===== src/rtl/mul8u_sweep_eval_pkg.sv =====
// Shared constants and types for the multiplier sweep evaluator.
//   WIDTH        : operand width of the multiplier under test
//   PAIR_COUNT   : number of operand pairs in one sweep (2^(2*WIDTH))
//   DRAIN_CYCLES : cycles after the last pair needed to empty S1..S3
//   state_t      : sweep sequencer states
//   err_stage_t  : contents of the S2 (error) pipeline register
package mul8u_eval_pkg;
   localparam int WIDTH        = 8;
   localparam int PAIR_COUNT   = 65536;
   localparam int DRAIN_CYCLES = 2;

   typedef enum logic [1:0] {IDLE, SWEEP, DRAIN, DONE} state_t;

   typedef struct packed {
      logic [WIDTH-1:0]   a;
      logic [WIDTH-1:0]   b;
      logic [2*WIDTH-1:0] err;
      logic               valid;
   } err_stage_t;
endpackage


===== src/rtl/mul8u_sweep_eval_if.sv =====
// Operand/product bus between the evaluator and the combinational multiplier
// under test.
//   op_a, op_b : operands driven by the evaluator (master)
//   prod_in    : product returned by the multiplier (slave), combinational
//                from op_a/op_b, sampled in the same cycle
interface mul8u_sweep_eval_if
   import mul8u_eval_pkg::*;
#(
   parameter int WIDTH = mul8u_eval_pkg::WIDTH
);
   logic [WIDTH-1:0]   op_a;
   logic [WIDTH-1:0]   op_b;
   logic [2*WIDTH-1:0] prod_in;

   modport master (output op_a, output op_b, input prod_in);
   modport slave  (input op_a, input op_b, output prod_in);
endinterface


===== src/rtl/mul8u_sweep_eval_err_stage.sv =====
// Combinational error calculation for one operand pair: exact unsigned
// product and absolute difference to the observed product.
//   a, b : operands
//   prod : product reported by the multiplier under test
//   err  : |prod - a*b|
module mul8u_err_stage
   import mul8u_eval_pkg::*;
#(
   parameter int WIDTH = mul8u_eval_pkg::WIDTH
) (
   input  logic [WIDTH-1:0]   a,
   input  logic [WIDTH-1:0]   b,
   input  logic [2*WIDTH-1:0] prod,
   output logic [2*WIDTH-1:0] err
);
   logic [2*WIDTH-1:0] exact;

   assign exact = (2*WIDTH)'(a) * (2*WIDTH)'(b);
   // Subtract the smaller from the larger so the result never wraps.
   assign err   = (prod >= exact) ? (prod - exact) : (exact - prod);
endmodule


===== src/rtl/mul8u_sweep_eval.sv =====
// Exhaustive sweep evaluator for an unsigned WIDTHxWIDTH multiplier.
// Presents every operand pair once, compares each product with the exact
// one and accumulates error statistics.
//   clk, rst    : clock (rising edge), asynchronous active-high reset
//   start       : request a sweep; honoured only in IDLE
//   busy        : high from first SWEEP cycle through last DRAIN cycle
//   done        : one-cycle pulse when statistics are final
//   mul         : operand/product bus to the multiplier under test
//   sum_abs_err : saturating sum of absolute errors
//   err_count   : number of pairs with nonzero error
//   max_err     : largest absolute error, max_err_a/b its first operands
//   state_dbg   : current sequencer state
// Handshake: start is a level sampled on each rising edge; it is accepted
// only while idle (busy=0, done=0), and every accepted start produces exactly
// one done pulse unless rst intervenes.
module mul8u_sweep_eval
   import mul8u_eval_pkg::*;
#(
   parameter int WIDTH = mul8u_eval_pkg::WIDTH,
   parameter int ACC_W = 32
) (
   input  logic                  clk,
   input  logic                  rst,
   input  logic                  start,
   output logic                  busy,
   output logic                  done,
   mul8u_sweep_eval_if.master    mul,
   output logic [ACC_W-1:0]      sum_abs_err,
   output logic [2*WIDTH:0]      err_count,
   output logic [2*WIDTH-1:0]    max_err,
   output logic [WIDTH-1:0]      max_err_a,
   output logic [WIDTH-1:0]      max_err_b,
   output state_t                state_dbg
);
   state_t             state, state_next;
   logic [2*WIDTH-1:0] pair_k;
   logic [1:0]         drain_cnt;
   logic               load_start;
   logic               last_pair;
   logic               drain_last;

   assign last_pair  = (pair_k == (2*WIDTH)'(PAIR_COUNT - 1));
   assign drain_last = (drain_cnt == 2'(DRAIN_CYCLES - 1));
   assign state_dbg  = state;

   // ---------------- sequencer ----------------
   always_ff @(posedge clk or posedge rst) begin
      if (rst) state <= IDLE;
      else     state <= state_next;
   end

   always_comb begin
      state_next = state;
      load_start = 1'b0;
      busy       = 1'b0;
      done       = 1'b0;
      case (state)
         IDLE: begin
            if (start) begin
               state_next = SWEEP;
               load_start = 1'b1;
            end
         end
         SWEEP: begin
            busy = 1'b1;
            if (last_pair) state_next = DRAIN;
         end
         DRAIN: begin
            busy = 1'b1;
            if (drain_last) state_next = DONE;
         end
         DONE: begin
            done       = 1'b1;
            state_next = IDLE;
         end
         default: state_next = IDLE;
      endcase
   end

   // Pair counter stops on the last pair, so the operands hold (max,max)
   // until the next sweep is accepted.
   always_ff @(posedge clk or posedge rst) begin
      if (rst) begin
         pair_k    <= '0;
         drain_cnt <= '0;
      end else begin
         if (load_start)                        pair_k <= '0;
         else if (state == SWEEP && !last_pair) pair_k <= pair_k + 1'b1;
         if (state == DRAIN) drain_cnt <= drain_cnt + 1'b1;
         else                drain_cnt <= '0;
      end
   end

   assign mul.op_a = pair_k[2*WIDTH-1:WIDTH];
   assign mul.op_b = pair_k[WIDTH-1:0];

   // ---------------- S1: capture operands and product ----------------
   logic [WIDTH-1:0]   s1_a, s1_b;
   logic [2*WIDTH-1:0] s1_prod;
   logic               s1_valid;

   always_ff @(posedge clk or posedge rst) begin
      if (rst) begin
         s1_a     <= '0;
         s1_b     <= '0;
         s1_prod  <= '0;
         s1_valid <= 1'b0;
      end else begin
         s1_a     <= mul.op_a;
         s1_b     <= mul.op_b;
         s1_prod  <= mul.prod_in;
         s1_valid <= (state == SWEEP);
      end
   end

   // ---------------- S2: absolute error ----------------
   logic [2*WIDTH-1:0] err_c;
   err_stage_t         s2;

   mul8u_err_stage #(.WIDTH(WIDTH)) u_err (
      .a    (s1_a),
      .b    (s1_b),
      .prod (s1_prod),
      .err  (err_c)
   );

   always_ff @(posedge clk or posedge rst) begin
      if (rst) begin
         s2 <= '0;
      end else begin
         s2.a     <= s1_a;
         s2.b     <= s1_b;
         s2.err   <= err_c;
         s2.valid <= s1_valid;
      end
   end

   // ---------------- S3: statistics ----------------
   // One extra bit catches the carry out; once saturated the sum stays at
   // all-ones because any further addition carries out again or adds zero.
   logic [ACC_W:0] sum_ext;
   assign sum_ext = {1'b0, sum_abs_err} + (ACC_W+1)'(s2.err);

   always_ff @(posedge clk or posedge rst) begin
      if (rst) begin
         sum_abs_err <= '0;
         err_count   <= '0;
         max_err     <= '0;
         max_err_a   <= '0;
         max_err_b   <= '0;
      end else if (load_start) begin
         sum_abs_err <= '0;
         err_count   <= '0;
         max_err     <= '0;
         max_err_a   <= '0;
         max_err_b   <= '0;
      end else if (s2.valid) begin
         sum_abs_err <= sum_ext[ACC_W] ? '1 : sum_ext[ACC_W-1:0];
         err_count   <= err_count + (2*WIDTH+1)'(s2.err != '0);
         // Strict compare keeps the earliest pair on ties.
         if (s2.err > max_err) begin
            max_err   <= s2.err;
            max_err_a <= s2.a;
            max_err_b <= s2.b;
         end
      end
   end
endmodule

===== src/flat_wrapper.sv =====
// flat-port wrapper written by rule: the top's interface ports become plain ports
module mul8u_sweep_eval_flat import mul8u_eval_pkg::*;
#(
   parameter int WIDTH = mul8u_eval_pkg::WIDTH,
   parameter int ACC_W = 32
)
  (clk, rst, start, busy, done, sum_abs_err, err_count, max_err, max_err_a, max_err_b, state_dbg, mul_op_a, mul_op_b, mul_prod_in);
  mul8u_sweep_eval_if #(.WIDTH(WIDTH)) mul_i ();
  input  logic clk;
  input  logic rst;
  input  logic start;
  output logic busy;
  output logic done;
  output logic [ACC_W-1:0] sum_abs_err;
  output logic [2*WIDTH:0] err_count;
  output logic [2*WIDTH-1:0] max_err;
  output logic [WIDTH-1:0] max_err_a;
  output logic [WIDTH-1:0] max_err_b;
  output state_t state_dbg;
  output wire logic [$bits(mul_i.op_a)-1:0] mul_op_a;
  output wire logic [$bits(mul_i.op_b)-1:0] mul_op_b;
  input wire logic [$bits(mul_i.prod_in)-1:0] mul_prod_in;
  assign mul_op_a = mul_i.op_a;
  assign mul_op_b = mul_i.op_b;
  assign mul_i.prod_in = mul_prod_in;
  mul8u_sweep_eval #(.WIDTH(WIDTH), .ACC_W(ACC_W)) u_core (.clk(clk), .rst(rst), .start(start), .busy(busy), .done(done), .mul(mul_i), .sum_abs_err(sum_abs_err), .err_count(err_count), .max_err(max_err), .max_err_a(max_err_a), .max_err_b(max_err_b), .state_dbg(state_dbg));
endmodule

===== config.mk =====
export PLATFORM = sky130hd
export DESIGN_NAME = mul8u_sweep_eval_flat
export DESIGN_NICKNAME = d
export VERILOG_FILES = /design/src/rtl/mul8u_sweep_eval_pkg.sv /design/src/rtl/mul8u_sweep_eval_if.sv /design/src/rtl/mul8u_sweep_eval_err_stage.sv /design/src/rtl/mul8u_sweep_eval.sv /design/src/flat_wrapper.sv
export SDC_FILE = /design/constraint.sdc
export NUM_CORES = 1
export LEC_CHECK = 0
export CAP_MARGIN = 20
export CELL_PAD_IN_SITES_DETAIL_PLACEMENT = 1
export CELL_PAD_IN_SITES_GLOBAL_PLACEMENT = 1
export CORE_MARGIN = 1.5
export CORE_UTILIZATION = 40
export DETAILED_ROUTE_END_ITERATION = 10
export PLACE_DENSITY_LB_ADDON = 0.1
export SYNTH_ARGS = -nofsm -noshare
export SYNTH_HDL_FRONTEND = slang
export SYNTH_SLANG_ARGS = --single-unit
export TNS_END_PERCENT = 10

===== constraint.sdc =====
create_clock -name clk -period 5.9 [get_ports clk]
set_input_delay 1.18 -clock clk [delete_from_list [all_inputs] [get_ports clk]]
set_output_delay 1.18 -clock clk [all_outputs]
set_load 0.1 [all_outputs]

==> results.toml <==
[synthesis]
async_flop_share_pct = 100.0
synth_top_family_by_area = "adder cells"
synth_seq_cells = 167
seq_area_frac_synth_pct = 38.55
synth_ff_type = "dfrtp_1"
synth_compound_area_share_pct = 13.82
synth_area_per_cell_um2 = 9.491
synth_top_area_cell = "dfrtp_1"
synthCells = 1142
synth_adder_area_share_pct = 19.67
synth_area_leaders = "dfrtp_1 39%, ha_1 12%, fa_1 7.2%"
syn-num-nets = 1308
yosys.area_share.simple_pct = 16.43
ys_warn_count = 0
synth_top_area_share_pct = 38.55
synthMuxAreaShare_pct = 0.7503
synth_edf_count = 0
synth-xor-area-share_pct = 5.333
synth_area_mm2 = 0.01084
ys_types = 57

[die]
core_area_mm2 = 0.02680
io_pins = 120
initial_core_util_pct = 40.44
rows = 60
die_h_um = 167.6
dieArea_mm2 = 0.02809
die_x_um = 167.6

[pwr]
p_int_w = 0.002758
comb_power_share_pct = 51.2
pwr_density_cell_mw_per_mm2 = 399.0
power.share.clock_pct = 20.5
power_switching_w = 0.002793
power.share.sequential_pct = 28.4
cellLeakagePower_nw = 6.445
peakVddDrop_v = 0.0002981
swShare_pct = 50.32
p_total_w = 0.005551

[route]
dr.max_layer_used = "met4"
dr_total_vias = 8891
vias_per_cell = 5.299
postRouteAntennaNets = 0
drt_iter0_drc = 464
drt_drc_violations_left = 0
met1_length_um = 13680
routed_wl_um = 29710
wl_met2_um = 15140
met3_length_um = 577
wl_per_cell_um = 17.71
first_pass_iters = 4

[global_routing]
grt_max_degree = 110
grt_use_total_pct = 21.75
grt_pass1_wl_um = 48910
grt_overflow = 0
antenna_found_initial = 0
first_global_vias = 9523

[clocking]
clk_latency_ns = 0.43
cts_made_buffers = 17
clk_pin_slew_worst_paths_ns = 0.07
cts_tree = "built"
cts_num_sinks = 167
clock_path_buffers = 2
htree_levels = 4
cts-root-buf = "clkbuf_16"

[cells_and_area]
area_delta_synth_final_pct = 28.34
drive_above_1_share_pct = 14.96
finalNetCount = 1490
stdcell_area_mm2 = 0.01391
final_cells = 1678
antennaDiodeCount = 0

[worst_setup_path]
end_kind = "flip-flop"
start_kind = "flip-flop"
required_ns = 6.23
arrival_ns = 6.24
critical-path-slowest-cell = "fa_1"
criticalPathCategory = "flip-flop to flip-flop"
reg2reg_slack_ns = -0.01
cp_max_fo = 6
critPathTopFamily = "adder cells"
path_common_cell = "buf_4"
path_buf_inv = 10
slowest_delay_ns = 0.54
r2r-start = "u_core.s1_a[4]"
critPathLaunch = "u_core.s1_a[4]"

[timing]
layout_setup_ws_ns = -0.01228
clock_skew_ns = 0.01288
period_share_pct = 100.2
timing.slew.headroom_pct = 28.04
hold_viol = 0
setup_viol = 1
rsz0062_at_grt = "true"
report.final.slew_viol_count = 0
worst_pin_slew_ns = 1.076
totalNegativeSetupSlack_ns = -0.01228
fmax_mhz = 169.1
fin_crit_ns = 5.912

[hold_path]
hold_start = "u_core.s1_valid"
min_path_type = "flip-flop to flip-flop"

[place]
numPortBuffers = 119
postPlaceCellArea_mm2 = 0.01280
dpl.hpwl_um = 21880
dp_cells = 1625
routabilityCongestion = 0.8499

[outcome]
status = "finished, violations left"
violations = "setup timing"

[run]
drv_cap = 0
-- cell usage after synthesis, types with 8 or more instances --
cell type and count:
dfrtp_1 167, inv_1 114, ha_1 108, o21ai_0 82
nand2_1 81, nor2_1 73, a21oi_1 61, and2_1 60
nand3_1 57, fa_1 39, clkbuf_1 35, xor2_1 35
xnor2_1 31, a31oi_1 21, a21o_1 19, nand4_1 18
nor3_1 18, and3_1 12, nor2b_1 11, or3_1 9
nor4_1 8
-- flip-flops by register name (all words and copies together) (netlist names) --
register / count
u_core.max_err_b: 8
u_core.max_err: 16
u_core.max_err_a: 8
u_core.drain_cnt: 2
u_core.s1_valid: 1
u_core.sum_abs_err: 32
u_core.state_dbg: 2
u_core.s1_prod: 16
u_core.s1_b: 8
u_core.s2: 33
u_core.err_count: 17
u_core.s1_a: 8
u_core.pair_k: 16
-- layout make-up --
type / instances / area (µm²)
Timing Repair Buffer: 203 / 1861
Clock buffer: 18 / 429.2
Inverter: 114 / 432.9
Fill cell: 3024 / 12890
Sequential cell: 167 / 4192
Multi-Input combinational cell: 821 / 6409
Tap cell: 341 / 426.7
Clock inverter: 14 / 161.4
-- final timing paths --
kind                                        to  cells after the start
setup / recovery                 u_core.s2[15]                     29
hold / removal                    u_core.s2[0]                      0
setup reg to reg                 u_core.s2[15]                     29
hold reg to reg                   u_core.s2[0]                      0
max in group asynchronous    u_core.max_err[2]                      3
min in group asynchronous  u_core.err_count[5]                      2
-- routing by layer --
metal / vias to the layer above / GRT usage, %
met4: 0 / 4.740
met2: 131 / 38.21
met1: 4460 / 28.67
li1: 4276 / -
met3: 24 / 2.742
met5: - / 0
-- power groups by stage --
| stage | Sequential [W] | Combinational, W | Clock (W) |
|---|---|---|---|
| 2_1_floorplan | 0.00254 | 0.00115 | 0 |
| 3_3_place_gp | 0.00159 | 0.00275 | 0 |
| 3_5_place_dp | 0.00160 | 0.00281 | 0 |
| 4_1_cts | 0.00158 | 0.00284 | 0.00117 |
| 5_1_grt | 0.00161 | 0.00305 | 0.00122 |
| 6_report | 0.00157 | 0.00284 | 0.00114 |
-- placed cells by master (no fill, tap or decap), types with 17 or more instances in the layout --
master           netlist  layout
nand2_1               81      77
dfrtp_1              167     157
ha_1                 108     100
xor2_1                35      35
nand4_1               18      18
nand3_1               57      56
a31oi_1               21      19
fa_1                  39      35
o21ai_0               82      77
clkdlybuf4s50_1        0     119
a21oi_1               61      55
a21o_1                19      19
buf_4                  1      76
and2_1                60      51
inv_1                114     105
nor2_1                73      66
clkbuf_16              0      17
xnor2_1               31      26
-- cell families after synthesis --
kind of cell | count (synthesis)
buffers and inverters | 154
AOI/OAI and AO/OA | 241
and+or+nand+nor | 359
muxes | 8
xor gates and xnor gates | 66
DFF | 167
adders and majority gates | 147
-- metrics by stage --
step	hold WS [ns]	util (%)	worst slack, ns
finish	0.3564	51.90	-0.01228
global route	0.3744	51.90	-0.2993
CTS	0.3584	50.75	0.007448
detailed placement	0.3417	47.75	-0.1869
global placement	0.3498	47.75	-0.02326
floorplan	0.3312	-	0.006708
-- repair_timing --
item | 4_1_cts | 5_1_grt
pin swaps | 22 | 62
cloned | 1 | 0
hold buffers | 0 | 0
endpoints found under the setup margin | 15 | 15
endpoints found under the hold margin | 0 | 0
resized for setup | 37 | 60
buffers inserted | 9 | 11
Note: power is estimated with default switching activity, not from simulation.
